### src/rtl/rpm_mult_scheduler.sv
// rpm_mult_scheduler: two requesters share one iterative shift-add multiplier.
//
// Ports:
//   clk, rst_n          clock, asynchronous active-low reset
//   req_valid[1:0]      per-requester request valid
//   req_ready[1:0]      per-requester grant/accept strobe (combinational, IDLE only)
//   req_a0/req_b0       requester 0 multiplicand / multiplier
//   req_a1/req_b1       requester 1 multiplicand / multiplier
//   res_valid           result valid (DONE state)
//   res_ready           result consumer ready
//   res_id              requester that owns the result
//   res_product         unsigned 2*WIDTH-bit product, retained after consumption
//   busy                high whenever the FSM is not idle
module rpm_mult_scheduler #(
    parameter int unsigned WIDTH = 8
) (
    input  logic                 clk,
    input  logic                 rst_n,
    input  logic [1:0]           req_valid,
    output logic [1:0]           req_ready,
    input  logic [WIDTH-1:0]     req_a0,
    input  logic [WIDTH-1:0]     req_b0,
    input  logic [WIDTH-1:0]     req_a1,
    input  logic [WIDTH-1:0]     req_b1,
    output logic                 res_valid,
    input  logic                 res_ready,
    output logic                 res_id,
    output logic [2*WIDTH-1:0]   res_product,
    output logic                 busy
);

    localparam int unsigned CntW = $clog2(WIDTH + 1);

    typedef enum logic [1:0] {StIdle, StRun, StDone} state_e;

    state_e               state_q, state_d;
    logic [2*WIDTH-1:0]   mcand_q, mcand_d;
    logic [WIDTH-1:0]     mplier_q, mplier_d;
    logic [2*WIDTH-1:0]   acc_q, acc_d;
    logic [CntW-1:0]      cnt_q, cnt_d;
    logic                 id_q, id_d;
    logic                 last_q, last_d;
    logic [1:0]           grant;

    always_comb begin
        state_d  = state_q;
        mcand_d  = mcand_q;
        mplier_d = mplier_q;
        acc_d    = acc_q;
        cnt_d    = cnt_q;
        id_d     = id_q;
        last_d   = last_q;
        grant    = 2'b00;

        unique case (state_q)
            StIdle: begin
                unique case (req_valid)
                    2'b01:   grant = 2'b01;
                    2'b10:   grant = 2'b10;
                    // Contention: favour whoever was not granted last.
                    2'b11:   grant = last_q ? 2'b01 : 2'b10;
                    default: grant = 2'b00;
                endcase
                if (grant != 2'b00) begin
                    mcand_d  = grant[1] ? {{WIDTH{1'b0}}, req_a1} : {{WIDTH{1'b0}}, req_a0};
                    mplier_d = grant[1] ? req_b1 : req_b0;
                    acc_d    = '0;
                    id_d     = grant[1];
                    last_d   = grant[1];
                    cnt_d    = CntW'(WIDTH);
                    state_d  = StRun;
                end
            end
            StRun: begin
                if (cnt_q != '0) begin
                    if (mplier_q[0]) begin
                        acc_d = acc_q + mcand_q;
                    end
                    mcand_d  = mcand_q << 1;
                    mplier_d = mplier_q >> 1;
                    cnt_d    = cnt_q - 1'b1;
                end else begin
                    // Count exhausted: all WIDTH steps are in acc_q.
                    state_d = StDone;
                end
            end
            StDone: begin
                if (res_ready) begin
                    state_d = StIdle;
                end
            end
            default: state_d = StIdle;
        endcase
    end

    always_ff @(posedge clk or negedge rst_n) begin
        if (!rst_n) begin
            state_q  <= StIdle;
            mcand_q  <= '0;
            mplier_q <= '0;
            acc_q    <= '0;
            cnt_q    <= '0;
            id_q     <= 1'b0;
            last_q   <= 1'b1;
        end else begin
            state_q  <= state_d;
            mcand_q  <= mcand_d;
            mplier_q <= mplier_d;
            acc_q    <= acc_d;
            cnt_q    <= cnt_d;
            id_q     <= id_d;
            last_q   <= last_d;
        end
    end

    assign req_ready   = grant;
    assign res_valid   = (state_q == StDone);
    assign res_id      = id_q;
    assign res_product = acc_q;
    assign busy        = (state_q != StIdle);

endmodule
### config.mk
export PLATFORM = sky130hd
export DESIGN_NAME = rpm_mult_scheduler
export DESIGN_NICKNAME = d
export VERILOG_FILES = /design/src/rtl/rpm_mult_scheduler.sv
export SDC_FILE = /design/constraint.sdc
export NUM_CORES = 1
export LEC_CHECK = 0
export CAP_MARGIN = 20
export CORE_ASPECT_RATIO = 0.75
export CORE_MARGIN = 1
export CORE_UTILIZATION = 40
export CTS_CLUSTER_SIZE = 10
export DETAILED_ROUTE_END_ITERATION = 7
export HOLD_SLACK_MARGIN = 0.08
export PLACE_DENSITY = 0.68
export REMOVE_ABC_BUFFERS = 1
export SLEW_MARGIN = 10
export SYNTH_ARGS = -nofsm -noshare
export SYNTH_HDL_FRONTEND = slang
export SYNTH_SLANG_ARGS = --single-unit
### constraint.sdc
create_clock -name clk -period 2.35 [get_ports clk]
set_clock_uncertainty 0.2 [all_clocks]
set_input_delay 0.705 -clock clk [delete_from_list [all_inputs] [get_ports clk]]
set_output_delay 0.705 -clock clk [all_outputs]
set_load 0.01 [all_outputs]
After elaboration in Yosys (flattened, before gate mapping) --
Index checks and enable logic that the tools add are counted.
Storage, ports and cells: register bits 48, input port bits 37, output and inout port bits 21, word-level logic and storage cells 51
Cells by class: add/sub/neg operators 2, equality and inequality tests 10, multiplexer cells 23, reductions and logical operators 9
Operators with widths (count):
- two-way mux 16 bit | 5
- one-hot mux 16 bit (2 select lines) | 2
- two-way mux 8 bit | 4
- adder 16 bit | 1
- one-hot mux 8 bit (2 select lines) | 1
- two-way mux 2 bit | 6
- one-hot mux 2 bit (3 select lines) | 2
- two-way mux 4 bit | 2
- inequality test 2 bit, second input constant | 4
- one-hot mux 4 bit (2 select lines) | 1
- == test 2 bit, second input constant | 3
- AND reduction 3 bit | 2
- nonzero test 2 bit | 3
- == test 2 x 1 -> 1 bit, second input constant | 2
- AND reduction 4 bit | 1
- nonzero test 4 bit | 1
- subtractor 4 x 1 -> 4 bit, second input constant | 1
- logical NOT 2 bit | 1
- inequality test 2 x 1 -> 1 bit, second input constant | 1
- AND reduction 2 bit | 1

Logic depth before layout (Yosys ltp) --
depth in word-level cells 6, gate-level depth with buffers 9, gate-level depth less buffers 9

Worst setup path before layout --
OpenSTA, ideal clock, no wires.
path type register to output, from register state_q[0], to output port req_ready[1], data arrival time 1.589 ns, required time 1.445 ns, setup slack -0.144 ns, stages on the path, launching flop included 6, path buffers 2, cell sequence dfrtp_1 > or2_2 > or2_2 > clkbuf_1 > clkbuf_1 > nor2_1
Between the ends: longest elaborated chain between the ends 2
RTL lines:
- start: declaration | RTL line 36 | state_e state_q, state_d;
- start signal: assignment | RTL line 98 | state_q <= StIdle;
- start signal: assignment | RTL line 106 | state_q <= state_d;
- logical NOT 2 bit | RTL line 55 | unique case (state_q)
- two-way mux 2 bit | RTL line 55
- end: declaration | RTL line 20 | output logic [1:0] req_ready,
No other way between the ends.

Worst setup path in the final report --
from register acc_q[0], in the netlist res_product[0], to register acc_q[14], in the netlist res_product[14]
Between the ends: longest elaborated chain between the ends 4
RTL lines:
- start: declaration | RTL line 39 | logic [2*WIDTH-1:0] acc_q, acc_d;
- start signal: assignment | RTL line 101 | acc_q <= '0;
- start signal: assignment | RTL line 109 | acc_q <= acc_d;
- adder 16 bit | RTL line 77 | acc_d = acc_q + mcand_q;
- two-way mux 16 bit | RTL line 76 | if (mplier_q[0]) begin
- two-way mux 16 bit | RTL line 75 | if (cnt_q != '0) begin
- one-hot mux 16 bit (2 select lines) | RTL line 55
No other way between the ends. The select of a mux whose other input is x is not followed. A chain may end at the register's enable or synchronous reset.

==> impl_metrics.csv <==
group,metric,value,unit
run_status,outcome,"finished with violations",
run_status,violations,"setup timing",
finish,fin_nets,527,
critical_path,critical-path-slowest-cell,"sky130_fd_sc_hd__dfrtp_1",
timing,tightestPinTransition,0.4551,ns
run,max_cap_violations,0,
critical_path,critical_path.reg2reg.endpoint,"res_product[14]",
global_route,grtUsageTotal,22.27,%
critical_path,reg2reg_depth,9,
pwr,irDropWorstVdd,0.0006945,V
synth,synth-seq-area-share,40.84,%
pwr,clock_power_share,8.9,%
routing,route.detailed.wl_per_inst,14.46,um
timing,achievable-frequency,394.9,MHz
synth,ys_async_sr_fraction,100.0,%
critical_path,endpoint_kind,"flip-flop",
timing,final.setup.worst_slack,-0.1821,ns
synth,post_synth_main_area_contributors,"sky130_fd_sc_hd__dfrtp_1 40%, sky130_fd_sc_hd__nand2_1 9.6%, sky130_fd_sc_hd__ha_1 7.2%, sky130_fd_sc_hd__a21oi_1 5.9%, sky130_fd_sc_hd__o21ai_0 5.3%",
synth,yosysWarningCount,0,
placement,placed_cells_incl_taps,556,
placement,place.gp.congestion,0.8891,
critical_path,cp_top_family,"compound AO/OA/AOI/OAI gates",
floorplan,floorplan.die.height,76.30,um
finish,post_route_cells_drive_above_1_share,26.43,%
routing,detail_route.drc_violations,0,
timing,period_share,107.7,%
clock_network,clkTransAtPathRegs,0.09,ns
timing,unrepaired_setup_endpoints_after_global_routing,"yes",
routing,ant_nets,0,
finish,post-route-cell-area,4409,um^2
clock_network,ctsHtreeMaxLevel,2,
floorplan,dieArea,7711,um^2
placement,portBuffers,57,
timing,hold_viol,0,
synth,synth_area_leader_cell,"sky130_fd_sc_hd__dfrtp_1",
placement,place.detailed.hpwl,6097,um
critical_path,cp_data_required_time,2.34,ns
timing,whs,0.1357,ns
finish,area_delta_synth_final,49.77,%
clock_network,cts_tree,"built",
synth,ys_dominant_reg_cell,"sky130_fd_sc_hd__dfrtp_1",
global_route,grt_pass1_vias,2890,
global_route,grt_remaining_overflow,0,
synth,syn_inst,347,
pwr,p_seq_share,25.9,%
clock_network,clock_tree.buffer_depth,2,
pwr,p_per_area,1240,nW/um^2
finish,instances_no_fill,571,
floorplan,top_level_ports,58,
critical_path,setup_slack_of_the_most_critical_reg_to_reg_path,-0.18,ns
synth,synth.top_cell.area_share,39.95,%
critical_path,crit_path_cell_trace,"ha_4, inv_2, fa_2, nor2b_4, o31a_1, o21a_1, o21a_2, or3_1, a32o_1",
routing,vias,2936,
floorplan,design.core.area,6962,um^2
pwr,static_leakage,0.002055,uW
routing,first_iter_violations,129,
timing,max_slew_margin_vs_limit,69.52,%
floorplan,dieWidth,101.1,um
clock_network,cts_buffers,5,
finish,multiInputGateArea,1775,um^2
synth,syn_area_per_cell,8.484,um^2
clock_network,clkSinkCount,48,
routing,routed_wirelength,8256,um
critical_path,worst_ep_arrival_time,2.52,ns
finish,ff_latch_area,1202,um^2
critical_path,r2r_start,"res_product[0]",
synth,post_synth_instance_area,2944,um^2
timing,finalSetupViolations,4,
critical_path,critical-path-max-stage-delay,0.42,ns
critical_path,worstPathBufferInverterCount,1,
global_route,antenna_violations_before_repair,0,
synth,synth_commonest_cells,"75 x sky130_fd_sc_hd__nand2_1, 47 x sky130_fd_sc_hd__dfrtp_1, 35 x sky130_fd_sc_hd__a21oi_1",
critical_path,setup.worst_path.class,"flip-flop to flip-flop",
global_route,grt_first_pass_wirelength,13570,um
synth,synth_seq_cells,48,
timing,report.final.slew_viol_count,0,
pwr,p_sw,2304,uW
pwr,p_int,3164,uW
floorplan,std_cell_rows,26,
critical_path,timing.critical_path.fanout_max,3,
pwr,switching_share,42.14,%
finish,antenna-diode-count,0,
synth,count_of_flip_flops_with_a_built_in_enable_after_synthesis,0,
synth,netlist-cell-type-count,54,
global_route,largest_net_degree_at_the_start_of_global_routing,33,
finish,fillers,611,
synth,synth.most_common_cell,"sky130_fd_sc_hd__nand2_1",
clock_network,clock_tree.root_cell,"sky130_fd_sc_hd__clkbuf_8",
pwr,combPwrFrac,65.2,%
routing,detail_route.first_pass.iterations,5,
worst_hold_path,hold_path.class,"input pin to asynchronous set/reset pin",
timing,fin_tns_setup,-0.4020,ns
routing,avgViaCountPerCell,5.142,
floorplan,start_util,42.29,%
clock_network,cts-hold-fix-buffers,0,
placement,dp_area,4133,um^2
timing,min_period,2.532,ns
critical_path,crit_path_start_kind,"flip-flop",
clock_network,insertion_delay,0.30,ns
[power by group through the flow]
stage / Combinational [uW] / Clock (uW) / Sequential [uW]
after CTS: 3420 / 486 / 1400
after global routing: 3930 / 528 / 1460
final: 3570 / 485 / 1420
after floorplan: 1640 / 0 / 1440
after global placement: 3230 / 0 / 1390
after detailed placement: 3300 / 0 / 1410
[what timing repair did]
item	4_1_cts	5_1_grt
endpoints found under the setup margin	11	28
pin swaps	2	6
resized for setup	36	23
setup buffers	3	4
[through the flow]
step,setup slack (ns),util (%),total power [uW]
after global routing,-0.2499,63.34,5923
after CTS,-0.1708,61.83,5308
after global placement,-0.8431,59.36,4618
after detailed placement,-0.8270,59.36,4705
final,-0.1821,63.34,5469
after floorplan,-0.2110,-,3078
[per-layer routing]
layer	vias to the layer above	wire length, um	global-route usage, %
met5	-	0	0
met4	0	65	4.203
met3	8	410	3.486
met2	82	3522	33.13
met1	1376	4257	34.12
li1	1470	-	-
[worst reg2reg max path: stages, from the launching register on]
cell and delay [ns]:
sky130_fd_sc_hd__dfrtp_1 0.42, sky130_fd_sc_hd__ha_4 0.19, sky130_fd_sc_hd__inv_2 0.05, sky130_fd_sc_hd__fa_2 0.23, sky130_fd_sc_hd__nor2b_4 0.05, sky130_fd_sc_hd__o31a_1 0.27
sky130_fd_sc_hd__o21a_1 0.19, sky130_fd_sc_hd__o21a_2 0.21, sky130_fd_sc_hd__or3_1 0.35, sky130_fd_sc_hd__a32o_1 0.25
[final cells by class]
cell class	instances	share of cell area [%]
timing repair buffer	136	26.99
inverter	10	0.8513
clock buffer	7	1.731
clock inverter	1	0.1135
sequential	48	27.27
multi-input combinational	271	40.27
tap	98	2.781
[how the worst max path moves through the flow]
stage / depth (start not counted) / slack (ns) / to / from
after floorplan: 5 / -0.21 / cnt_q[3] / state_q[0]
after global placement: 5 / -0.84 / req_ready[1] / req_valid[0]
after detailed placement: 5 / -0.83 / req_ready[1] / req_valid[0]
after CTS: 7 / -0.17 / res_product[15] / res_product[6]
after global routing: 9 / -0.25 / res_product[14] / res_product[0]
final: 9 / -0.18 / res_product[14] / res_product[0]
[logic make-up after synthesis]
| logic type | synth area share (%) |
|---|---|
| and+or+nand+nor | 19.98 |
| buffers and inverters | 3.910 |
| muxes | 1.020 |
| xor gates and xnor gates | 2.677 |
| DFF | 40.84 |
| AOI/OAI and AO/OA | 23.67 |
| adders and majority gates | 7.905 |
[sequential cells by signal (all words and copies together) (netlist names)]
name	count
cnt_q	4
last_q	1
mcand_q	16
mplier_q	8
res_id	1
res_product	16
state_q	2
[cell usage in the layout (no fill, tap or decap), drive strengths merged, types with 5 or more instances in the layout]
cell | synthesis | layout
buf | 4 | 82
nand2 | 75 | 75
clkdlybuf4s50 | 0 | 50
dfrtp | 47 | 47
a21oi | 36 | 36
o21ai | 35 | 35
nor2 | 19 | 19
ha | 17 | 17
nand3 | 14 | 14
inv | 10 | 10
clkbuf | 14 | 9
a21o | 7 | 7
xor2 | 5 | 5
nor2b | 5 | 5
Power figures use the tool's default switching activity.
